<file path="config.mk">
export PLATFORM = sky130hd
export DESIGN_NAME = peb_wb_arbiter
export DESIGN_NICKNAME = d
export VERILOG_FILES = /design/src/rtl/peb_wb_pkg.sv /design/src/rtl/peb_wb_rr_pick.sv /design/src/rtl/peb_wb_arbiter.sv
export SDC_FILE = /design/constraint.sdc
export NUM_CORES = 1
export LEC_CHECK = 0
export BUFFER_PORTS_ARGS = -buffer_cell sky130_fd_sc_hd__buf_2
export CAP_MARGIN = 20
export CORE_MARGIN = 1
export CORE_UTILIZATION = 30
export DETAILED_ROUTE_END_ITERATION = 12
export PLACE_DENSITY = 0.75
export SYNTH_ARGS = -nofsm -noshare
export SYNTH_HDL_FRONTEND = slang
export SYNTH_SLANG_ARGS = --single-unit
</file>
<file path="constraint.sdc">
create_clock -name clk -period 1.9 [get_ports clk]
set_input_delay 0.19 -clock clk [delete_from_list [all_inputs] [get_ports clk]]
set_output_delay 0.19 -clock clk [all_outputs]
set_load 0.01 [all_outputs]
</file>
<file path="src/rtl/peb_wb_pkg.sv">
// Shared widths, master indices and FSM encoding for the PEB Wishbone arbiter.
package peb_wb_pkg;
  localparam int PEB_WB_AW = 23;
  localparam int PEB_WB_DW = 8;

  localparam logic M0 = 1'b0;
  localparam logic M1 = 1'b1;

  typedef enum logic {ST_IDLE, ST_OWN} state_t;

  localparam logic [PEB_WB_DW-1:0] PEB_WB_ERR_DAT = 8'hff;
endpackage

</file>
<file path="src/rtl/peb_wb_rr_pick.sv">
// Two-way round-robin picker: on contention the master that did not own the bus last wins.
module peb_wb_rr_pick
  import peb_wb_pkg::*;
(
  input  logic [1:0] i_req,
  input  logic       i_last,
  output logic [1:0] o_gnt
);
  always_comb begin
    o_gnt = 2'b00;
    case (i_req)
      2'b01:   o_gnt = 2'b01;
      2'b10:   o_gnt = 2'b10;
      2'b11:   o_gnt = (i_last == M1) ? 2'b01 : 2'b10;
      default: o_gnt = 2'b00;
    endcase
  end
endmodule

</file>
<file path="src/rtl/peb_wb_arbiter.sv">
// Two-master Wishbone arbiter for the PEB slave port: round-robin grant locked
// for the owner's cyc tenure, with a per-strobe timeout that returns an error ack.
module peb_wb_arbiter
  import peb_wb_pkg::*;
#(
  parameter int TIMEOUT_CYCLES = 255
) (
  input  logic                 clk,
  input  logic                 reset_n,
  input  logic [PEB_WB_AW-1:0] m0_adr_i,
  input  logic [PEB_WB_DW-1:0] m0_dat_i,
  output logic [PEB_WB_DW-1:0] m0_dat_o,
  input  logic                 m0_we_i,
  input  logic                 m0_sel_i,
  input  logic                 m0_stb_i,
  input  logic                 m0_cyc_i,
  output logic                 m0_ack_o,
  output logic                 m0_err_o,
  input  logic [PEB_WB_AW-1:0] m1_adr_i,
  input  logic [PEB_WB_DW-1:0] m1_dat_i,
  output logic [PEB_WB_DW-1:0] m1_dat_o,
  input  logic                 m1_we_i,
  input  logic                 m1_sel_i,
  input  logic                 m1_stb_i,
  input  logic                 m1_cyc_i,
  output logic                 m1_ack_o,
  output logic                 m1_err_o,
  output logic [PEB_WB_AW-1:0] s_adr_o,
  output logic [PEB_WB_DW-1:0] s_dat_o,
  input  logic [PEB_WB_DW-1:0] s_dat_i,
  output logic                 s_we_o,
  output logic                 s_sel_o,
  output logic                 s_stb_o,
  output logic                 s_cyc_o,
  input  logic                 s_ack_i,
  output logic [1:0]           gnt_o
);
  localparam logic [9:0] TMR_LAST = 10'(TIMEOUT_CYCLES - 1);

  state_t     r_state, w_state_nxt;
  logic       r_owner, w_owner_nxt;
  logic       r_rr_last, w_rr_last_nxt;
  logic [9:0] r_timer;

  logic [1:0] w_req, w_pick;
  logic       w_own_cyc, w_own_stb, w_granted, w_raw_stb, w_timeout, w_ack;
  logic [PEB_WB_DW-1:0] w_rdat;

  assign w_req     = {m1_cyc_i & m1_stb_i, m0_cyc_i & m0_stb_i};
  assign w_own_cyc = (r_owner == M1) ? m1_cyc_i : m0_cyc_i;
  assign w_own_stb = (r_owner == M1) ? m1_stb_i : m0_stb_i;
  assign w_granted = (r_state == ST_OWN);

  peb_wb_rr_pick u_pick (
    .i_req  (w_req),
    .i_last (r_rr_last),
    .o_gnt  (w_pick)
  );

  always_ff @(posedge clk or negedge reset_n) begin
    if (!reset_n) begin
      r_state   <= ST_IDLE;
      r_owner   <= M0;
      r_rr_last <= M1;
    end else begin
      r_state   <= w_state_nxt;
      r_owner   <= w_owner_nxt;
      r_rr_last <= w_rr_last_nxt;
    end
  end

  always_comb begin
    w_state_nxt   = r_state;
    w_owner_nxt   = r_owner;
    w_rr_last_nxt = r_rr_last;
    case (r_state)
      ST_IDLE: if (|w_pick) begin
        w_state_nxt = ST_OWN;
        w_owner_nxt = w_pick[1];
      end
      ST_OWN: if (!w_own_cyc) begin
        w_state_nxt   = ST_IDLE;
        w_rr_last_nxt = r_owner;
      end
      default: w_state_nxt = ST_IDLE;
    endcase
  end

  // Timeout masks the strobe for one cycle; a coincident ack takes priority.
  always_comb begin
    s_cyc_o   = w_granted & w_own_cyc;
    w_raw_stb = s_cyc_o & w_own_stb;
    w_timeout = w_raw_stb & (r_timer == TMR_LAST) & ~s_ack_i;
    s_stb_o   = w_raw_stb & ~w_timeout;
    w_ack     = s_ack_i & s_stb_o;
    w_rdat    = w_timeout ? PEB_WB_ERR_DAT : s_dat_i;

    s_adr_o   = (r_owner == M1) ? m1_adr_i : m0_adr_i;
    s_dat_o   = (r_owner == M1) ? m1_dat_i : m0_dat_i;
    s_we_o    = (r_owner == M1) ? m1_we_i  : m0_we_i;
    s_sel_o   = (r_owner == M1) ? m1_sel_i : m0_sel_i;

    m0_ack_o  = w_ack     & (r_owner == M0);
    m0_err_o  = w_timeout & (r_owner == M0);
    m0_dat_o  = (w_granted && r_owner == M0) ? w_rdat : '0;
    m1_ack_o  = w_ack     & (r_owner == M1);
    m1_err_o  = w_timeout & (r_owner == M1);
    m1_dat_o  = (w_granted && r_owner == M1) ? w_rdat : '0;
    gnt_o     = {w_granted & r_owner, w_granted & ~r_owner};
  end

  always_ff @(posedge clk or negedge reset_n) begin
    if (!reset_n)                r_timer <= '0;
    else if (!s_stb_o || s_ack_i) r_timer <= '0;
    else                         r_timer <= r_timer + 10'd1;
  end
endmodule
</file>
---- Word level (Yosys, flattened, before mapping) ----
Cells that the tools add are included.
operators by class
  magnitude comparators ................... 0
  eq/ne operators ......................... 4
  shift-type cells ........................ 0
  div/mod/pow operators ................... 0
  bitwise gates (word level) .............. 19
  reductions and logical operators ........ 7
  $add $sub $neg .......................... 1
  mux-type cells .......................... 15
  $mul .................................... 0
operator list
  operator                                        number
  two-way mux 8 bit                               4
  two-way mux 23 bit                              1
  bitwise AND 1 bit                               14
  adder 10 x 1 -> 10 bit, second input constant   1
  == test 10 x 8 -> 1 bit, second input constant  1
  two-way mux 10 bit                              1
  two-way mux 1 bit                               6
  case mux 2 bit (3 select lines)                 1
  NOT 1 bit                                       5
  == test 2 bit, second input constant            2
  AND reduction 2 bit                             2
  == test 2 x 1 -> 1 bit, second input constant   1
  logical AND 1 bit                               2
  two-way mux 2 bit                               1
  case mux 1 bit (2 select lines)                 1
  OR reduction 2 bit                              1
  zero test 1 bit                                 1
  logical OR 1 bit                                1
word-level totals
  output and inout bits ................... 57
  register bits after elaboration ......... 13
  ROM bits ................................ 0
  logic and storage cells ................. 50
  input bits .............................. 81
  memories ................................ 0
  memory bits (writable) .................. 0
  bits in latches ......................... 0

---- Depth between registers and ports, before layout ----
Gate-level depths: netlist (run 1).
  depth in word-level cells ............... 10
  mapped depth ............................ 7
  gate-level depth less buffers ........... 5

---- Cells and area by module ----
Synthesis (run 1) repeated with hierarchy kept, for this count alone.
second synthesis, totals
  cell total of the unflattened synthesis .. 137
  area, all modules ....................... 1270.0 µm²
by module, submodules not included
  module          seq. area each (µm²)  cells each  times used  area an instance (µm²)
  peb_wb_arbiter  326.6                 134         1           1251.2
  peb_wb_rr_pick  0.0                   3           1           18.8

---- Least setup slack after synthesis (run 1) ----
OpenSTA, ideal clock, no wires.
  kind .................................... register to output
  start ................................... reg r_timer[0]
  end ..................................... out m0_dat_o[6]
  arrival time ............................ 1851 ps
  stages on the path, launching flop included .. 8
  path slack .............................. -141 ps
  data required time ...................... 1710 ps
  buffers on the path ..................... 2
  cells stage by stage .................... dfrtp_1 > inv_1 > ha_1 > or3b_1 > or4_4 > buf_6 > buf_8 > o21ai_1
on the way
  word-level cells in the longest chain between the ends .. 5
RTL lines
  item                            line                   source
  start, declared                 peb_wb_arbiter.sv:43   logic [9:0] r_timer;
  start signal, assigned          peb_wb_arbiter.sv:115  else r_timer <= r_timer + 10'd1;
  == test 10 x 8 -> 1 bit         peb_wb_arbiter.sv:93   w_timeout = w_raw_stb & (r_timer == TMR_LAST) & ~s_ack_i;
  bitwise AND 1 bit (2 in a row)  peb_wb_arbiter.sv:93
  two-way mux 8 bit               peb_wb_arbiter.sv:96   w_rdat = w_timeout ? PEB_WB_ERR_DAT : s_dat_i;
  two-way mux 8 bit               peb_wb_arbiter.sv:105  m0_dat_o = (w_granted && r_owner == M0) ? w_rdat : '0;
  end, declared                   peb_wb_arbiter.sv:12   output logic [PEB_WB_DW-1:0] m0_dat_o,
Every way passes these cells.

---- Final worst setup path (run 1) ----
  start ................................... reg r_timer[0]
  end ..................................... out m1_dat_o[4]
on the way
  word-level cells in the longest chain between the ends .. 5
RTL lines
  item                            line                   source
  == test 10 x 8 -> 1 bit         peb_wb_arbiter.sv:93
  bitwise AND 1 bit (2 in a row)  peb_wb_arbiter.sv:93
  two-way mux 8 bit               peb_wb_arbiter.sv:96
  two-way mux 8 bit               peb_wb_arbiter.sv:108  m1_dat_o = (w_granted && r_owner == M1) ? w_rdat : '0;
  end, declared                   peb_wb_arbiter.sv:21   output logic [PEB_WB_DW-1:0] m1_dat_o,
Every way passes these cells.

==> results.json, run 1 <==
{
  "whs_ns": 0.202,
  "max_stage_delay_ns": 0.46,
  "yosysMostFrequentCell": "mux2_2",
  "synth-edff-count": 0,
  "drt_iter0_drc": 48,
  "rsz0062_at_grt": "true",
  "fin_util_pct": 55.9,
  "skew_ns": 0.00421,
  "r2r.worst_path.cells": 7,
  "worst_ep_arrival_time_ns": 2.12,
  "synthAdderAreaFrac_pct": 1.84,
  "drv_slew": 0,
  "dieArea_mm2": 0.00480,
  "final.min_clock_period_ns": 2.31,
  "hold_viol_final": 0,
  "wl_met1_um": 1930,
  "overflow": 0,
  "io_buffers": 137,
  "cts_buffer_depth": 2,
  "slowest_stage": "or4_4",
  "yosysTopAreaCell": "mux2_2",
  "fin_crit_sh_pct": 122,
  "critPathLaunchType": "flop",
  "synth_xor_area_share_pct": 1.94,
  "synth_top_flop_cell": "dfrtp_1",
  "dp_hpwl_um": 3740,
  "synthTopCellsByArea": "mux2_2 27%, dfrtp_1 22%, nand2_1 5.3%",
  "worstMarginPinSlew_ns": 0.579,
  "path_delay_family": "simple AND/OR/NAND/NOR gates",
  "reg2reg_to": "r_timer[7]",
  "cts_max_level": 1,
  "syn_area_per_cell_um2": 8.70,
  "routed_wl_um": 4620,
  "setup_ws_ns": -0.412,
  "yosysUniqueCellTypes": 42,
  "crit_chain": "inv_1, ha_1, or3b_4, or4_4, clkbuf_16, o21ai_4, buf_6",
  "drive_gt1_share_pct": 68.9,
  "p_leak_uw": 0.00120,
  "postCtsSetupBuffers": 0,
  "area_growth_pct": 79.4,
  "wl_per_cell_um": 12.9,
  "whs_path_depth": 2,
  "ys_ff_latch": 13,
  "io_pins": 138,
  "setup_violations": 18,
  "synth_common_cells": "33 x mux2_2, 19 x nand2_1, 12 x dfrtp_1, 12 x o21ai_0",
  "critPathCaptureType": "output port",
  "netlist_area_mm2": 0.00136,
  "grt_max_degree": 24,
  "critical_path_buf_inv_count": 3,
  "vias_per_cell": 4.97,
  "cts_tree": "built",
  "run_status": "complete, but fails checks",
  "violations": "negative setup slack",
  "die_x_um": 69.3,
  "clk_pin_slew_ns": 0.05,
  "met2WireLength_um": 2340,
  "grt_pass1_wl_um": 7630,
  "drc": 0,
  "synthCells": 156,
  "ant_nets": 0,
  "hold_end": "r_owner",
  "powerDensity_mw_per_mm2": 865,
  "start_util_pct": 31.2,
  "wl_met3_um": 316,
  "setup_tns_ns": -7.03,
  "cts_buffers": 3,
  "synth_compound_area_share_pct": 16.0,
  "crit_type": "reg2out",
  "max_cap_viol_count": 0,
  "slew-limit-headroom_pct": 61.3,
  "worst-path-max-fanout": 9,
  "clock_latency_ns": 0.24,
  "nets": 389,
  "p_total_uw": 2110,
  "min_path_type": "in2reg",
  "first_pass_iters": 5,
  "grt_use_total_pct": 18.9,
  "crit_required_ns": 1.71,
  "synth_fp_nets": 239,
  "min-delay-start": "m0_stb_i",
  "async_flop_share_pct": 100,
  "core_area_mm2": 0.00435,
  "grt_pass1_vias": 1686,
  "vias": 1774,
  "yosysSeqAreaShare_pct": 24.1,
  "die_h_um": 69.3,
  "cts_root_buf": "clkbuf_8",
  "max_clock_freq_mhz": 433,
  "highest_layer": "met4",
  "synth_mux_area_share_pct": 28.1,
  "ys_warn_count": 0,
  "ir_drop_uv": 560,
  "netlist.area_leader.share_pct": 27.4,
  "clkSinkCount": 13,
  "r2r-start": "r_timer[0]",
  "worst-r2r-setup-slack_ns": 0.23,
  "antenna_found_initial": 0,
  "globalplace.congestion": 0.826,
  "synth-simple-area-share_pct": 22.4,
  "diodes": 0,
  "synth_top_family_by_area": "multiplexers",
  "rows": 24
}
placed cells by master, fill, tap and decap left out, types with 4 or more instances in the layout:
cell	instances
a211oi_1	5
buf_2	129
buf_4	15
buf_6	8
dfrtp_1	12
inv_1	5
mux2_2	33
nand2_1	19
nand3_1	5
nor3_1	8
o21ai_0	5
o21ai_1	4
o21ai_2	4
o21ai_4	9
flip-flops by register name, summed over array words and instances (netlist names):
signal,flops
r_state,1
r_rr_last,1
r_owner,1
r_timer,10
how the worst max path moves through the flow:
| stage | from | to | slack (ns) | cells past startpoint |
|---|---|---|---|---|
| 3_3_place_gp | r_timer[0] | m0_dat_o[0] | -0.13 | 7 |
| 6_report | r_timer[0] | m1_dat_o[4] | -0.41 | 7 |
| 2_1_floorplan | r_timer[0] | m0_dat_o[0] | -0.11 | 6 |
| 5_1_grt | r_timer[0] | m0_err_o | -0.50 | 7 |
| 3_5_place_dp | r_timer[0] | m0_dat_o[0] | -0.17 | 7 |
| 4_1_cts | r_timer[0] | m0_dat_o[0] | -0.42 | 7 |
metrics by stage:
stage	cells	setup slack, ns	area [µm²]
after floorplan	156	-0.105	1470
after global placement	351	-0.132	2290
after detailed placement	351	-0.174	2290
after CTS	356	-0.420	2380
after global routing	357	-0.497	2440
final	357	-0.412	2440
what timing repair did:
action | in CTS | in global routing
gates resized for setup | 13 | 6
endpoints found under the setup margin | 20 | 21
hold buffers | 1 | 0
gates cloned | 0 | 1
endpoints found under the hold margin | 12 | 0
pin swaps | 0 | 0
cell families after synthesis:
group,Yosys count
buffers and inverters,15
xor gates and xnor gates,3
muxes,34
DFF,13
AOI/OAI and AO/OA,35
and+or+nand+nor,54
adders and majority gates,2
power by group:
part	total, µW	internal, µW	switching [µW]
clock	245	148	97.3
combinational	1510	757	748
sequential	356	315	40.8
total	2110	1220	886
area by class of cell:
cell class,count,area (µm²)
multi-input cells,128,1080
repair buffers,155,903
clock buffers,4,45.0
fillers,390,1920
flip-flops and latches,13,327
inverters,5,18.8
well taps,52,65.1
metal layers:
metal | track usage, % | up-vias
li1 | - | 881
met3 | 2.03 | 4
met5 | 0 | -
met2 | 33.5 | 82
met1 | 24.1 | 807
met4 | 5.44 | 0
worst reg2reg max path, delay by kind of cell, from the launching register on:
kind / cells / cell delay (ns)
AO/OA/AOI/OAI: 2 / 0.24
adder cells (fa/ha/maj): 1 / 0.14
buffers and inverters: 3 / 0.41
flip-flops: 1 / 0.38
AND/OR/NAND/NOR: 1 / 0.37
Power figures use the tool's default switching activity.
==> run 2: changes to the inputs <==
--- a/config.mk
+++ b/config.mk
@@ -10,7 +10,7 @@
 export CORE_MARGIN = 1
 export CORE_UTILIZATION = 30
 export DETAILED_ROUTE_END_ITERATION = 12
-export PLACE_DENSITY = 0.75
+export PLACE_DENSITY_LB_ADDON = 0.2
 export SYNTH_ARGS = -nofsm -noshare
 export SYNTH_HDL_FRONTEND = slang
 export SYNTH_SLANG_ARGS = --single-unit
==> run 2 against run 1 <==
Sequential share of layout area fell by 0.075 points. Final cell count grew 0.84%. First-iteration DRC count increased by 21%. Die area stayed put. Non-clock buffer count is 2 higher. Highest routed layer is now met3. Core utilization up 0.32 points. The flow still finishes with violations (negative setup slack).
==> results.json, run 2 (synthesis gave the netlist of run 1 again) <==
{
  "internal-power_uw": 1190,
  "grt_pass1_wl_um": 7300,
  "clock_latency_ns": 0.24,
  "slowest_stage": "or4_4",
  "clk_pin_slew_ns": 0.06,
  "layout_commonest_cell": "buf_2",
  "grt_max_degree": 36,
  "vias_per_cell": 4.87,
  "ir_drop_uv": 415,
  "worst-path-max-fanout": 6,
  "crit_required_ns": 1.71,
  "io_buffers": 137,
  "rsz0062_at_grt": "true",
  "setup_ws_ns": -0.419,
  "ant_nets": 0,
  "max_stage_delay_ns": 0.49,
  "worst_ep_arrival_time_ns": 2.13,
  "vias": 1752,
  "dieArea_mm2": 0.00480,
  "wl_per_cell_um": 12.8,
  "place_ws_ns": -0.158,
  "largest_reg_flops": 10,
  "comb_power_share_pct": 71.7,
  "fin_util_pct": 56.3,
  "cts_buffer_depth": 2,
  "violations": "negative setup slack",
  "critPathLaunchType": "flop",
  "p_leak_uw": 0.00121,
  "cts_root_buf": "clkbuf_8",
  "clkSinkCount": 13,
  "setup.worst_path.start": "r_timer[0]",
  "critPathCaptureType": "output port",
  "core_area_mm2": 0.00435,
  "path_delay_family": "simple AND/OR/NAND/NOR gates",
  "drv_slew": 0,
  "swShare_pct": 42.6,
  "drt_iter0_drc": 58,
  "run_status": "complete, but fails checks",
  "dp_hpwl_um": 3750,
  "max_cap_viol_count": 0,
  "setup_violations": 18,
  "die_x_um": 69.3,
  "rows": 24,
  "worstMarginPinSlew_ns": 0.505,
  "io_pins": 138,
  "critical_path_buf_inv_count": 3,
  "skew_ns": 0.00778,
  "max_clock_freq_mhz": 431,
  "crit_chain": "inv_2, ha_4, or3b_4, or4_4, clkbuf_16, o21ai_4, buf_2",
  "slew-limit-headroom_pct": 66.3,
  "globalplace.congestion": 0.807,
  "grt_pass1_vias": 1600,
  "p_clk_share_pct": 11.5,
  "overflow": 0,
  "grt_use_total_pct": 18.1,
  "fin_crit_sh_pct": 122,
  "drc": 0,
  "cts_max_level": 1,
  "die_h_um": 69.3,
  "antenna_found_initial": 0,
  "nets": 392,
  "final_cell_mix": "133 x buf_2, 33 x mux2_2, 19 x nand2_1",
  "powerDensity_mw_per_mm2": 849,
  "r2r-start": "r_timer[0]",
  "regMostFlops": "r_timer",
  "cts_buffers": 3,
  "min-delay-start": "m0_stb_i",
  "crit_type": "reg2out",
  "routed_wl_um": 4590,
  "p_seq_share_pct": 16.9,
  "power.switching_uw": 887,
  "area_growth_pct": 80.5,
  "first_pass_iters": 4,
  "min_path_type": "in2reg",
  "drive_gt1_share_pct": 69.8,
  "diodes": 0,
  "hold_viol_final": 0,
  "start_util_pct": 31.2,
  "final.min_clock_period_ns": 2.32,
  "cts_tree": "built"
}
-- run 2: changes by cell type in the layout (fill, tap and decap cells not counted), sizes merged --
| cell | delta |
|---|---|
| buf | +2 |
| or4 | +1 |
-- run 2: power by group through the flow --
stage / clock network (µW) / registers [µW] / logic [µW]
final: 239 / 351 / 1490
after global routing: 263 / 360 / 1610
after detailed placement: 0 / 353 / 1450
after global placement: 0 / 353 / 1450
after floorplan: 0 / 342 / 940
after CTS: 244 / 348 / 1460
-- run 2: stage by stage --
stage          hold WS [ns]  power [µW]  TNS, ns  cell area (µm²)  std cells
2_1_floorplan        -0.106        1280    -1.72             1470        156
3_3_place_gp         0.0962        1800    -1.70             2300        352
3_5_place_dp         0.0973        1800    -2.02             2300        352
4_1_cts               0.214        2050    -6.88             2380        359
5_1_grt               0.233        2230    -7.95             2450        360
6_report              0.216        2080    -6.67             2450        360
-- run 2: path summary, 6_finish.rpt --
kind | endpoint | slack (ns) | depth (start not counted)
max | m1_dat_o[2] | -0.42 | 7
min | r_owner | 0.22 | 2
max reg2reg | r_timer[8] | 0.10 | 8
min reg2reg | r_rr_last | 0.52 | 2
max in group asynchronous | r_rr_last | 1.25 | 2
min in group asynchronous | r_timer[7] | 0.36 | 2
-- run 2: layout make-up --
class | instances | area, µm²
sequential | 13 | 327
multi-input combinational | 129 | 1100
clock buffer | 4 | 45.0
timing repair buffer | 157 | 893
inverter | 5 | 18.8
fill | 400 | 1900
tap | 52 | 65.1
-- run 2: repair_timing --
item,CTS,global route
endpoints found under the hold margin,12,0
setup endpoints to repair,21,24
hold buffers,1,0
gates cloned,1,1
resized for setup,6,10
pin swaps,1,3
buffers inserted,1,0
-- run 2: per-layer routing --
metal	part of all wire [%]	global-route usage, %
met2	48	30.6
met5	0	0
met4	0	1.36
met1	46	25.2
met3	5.6	3.05
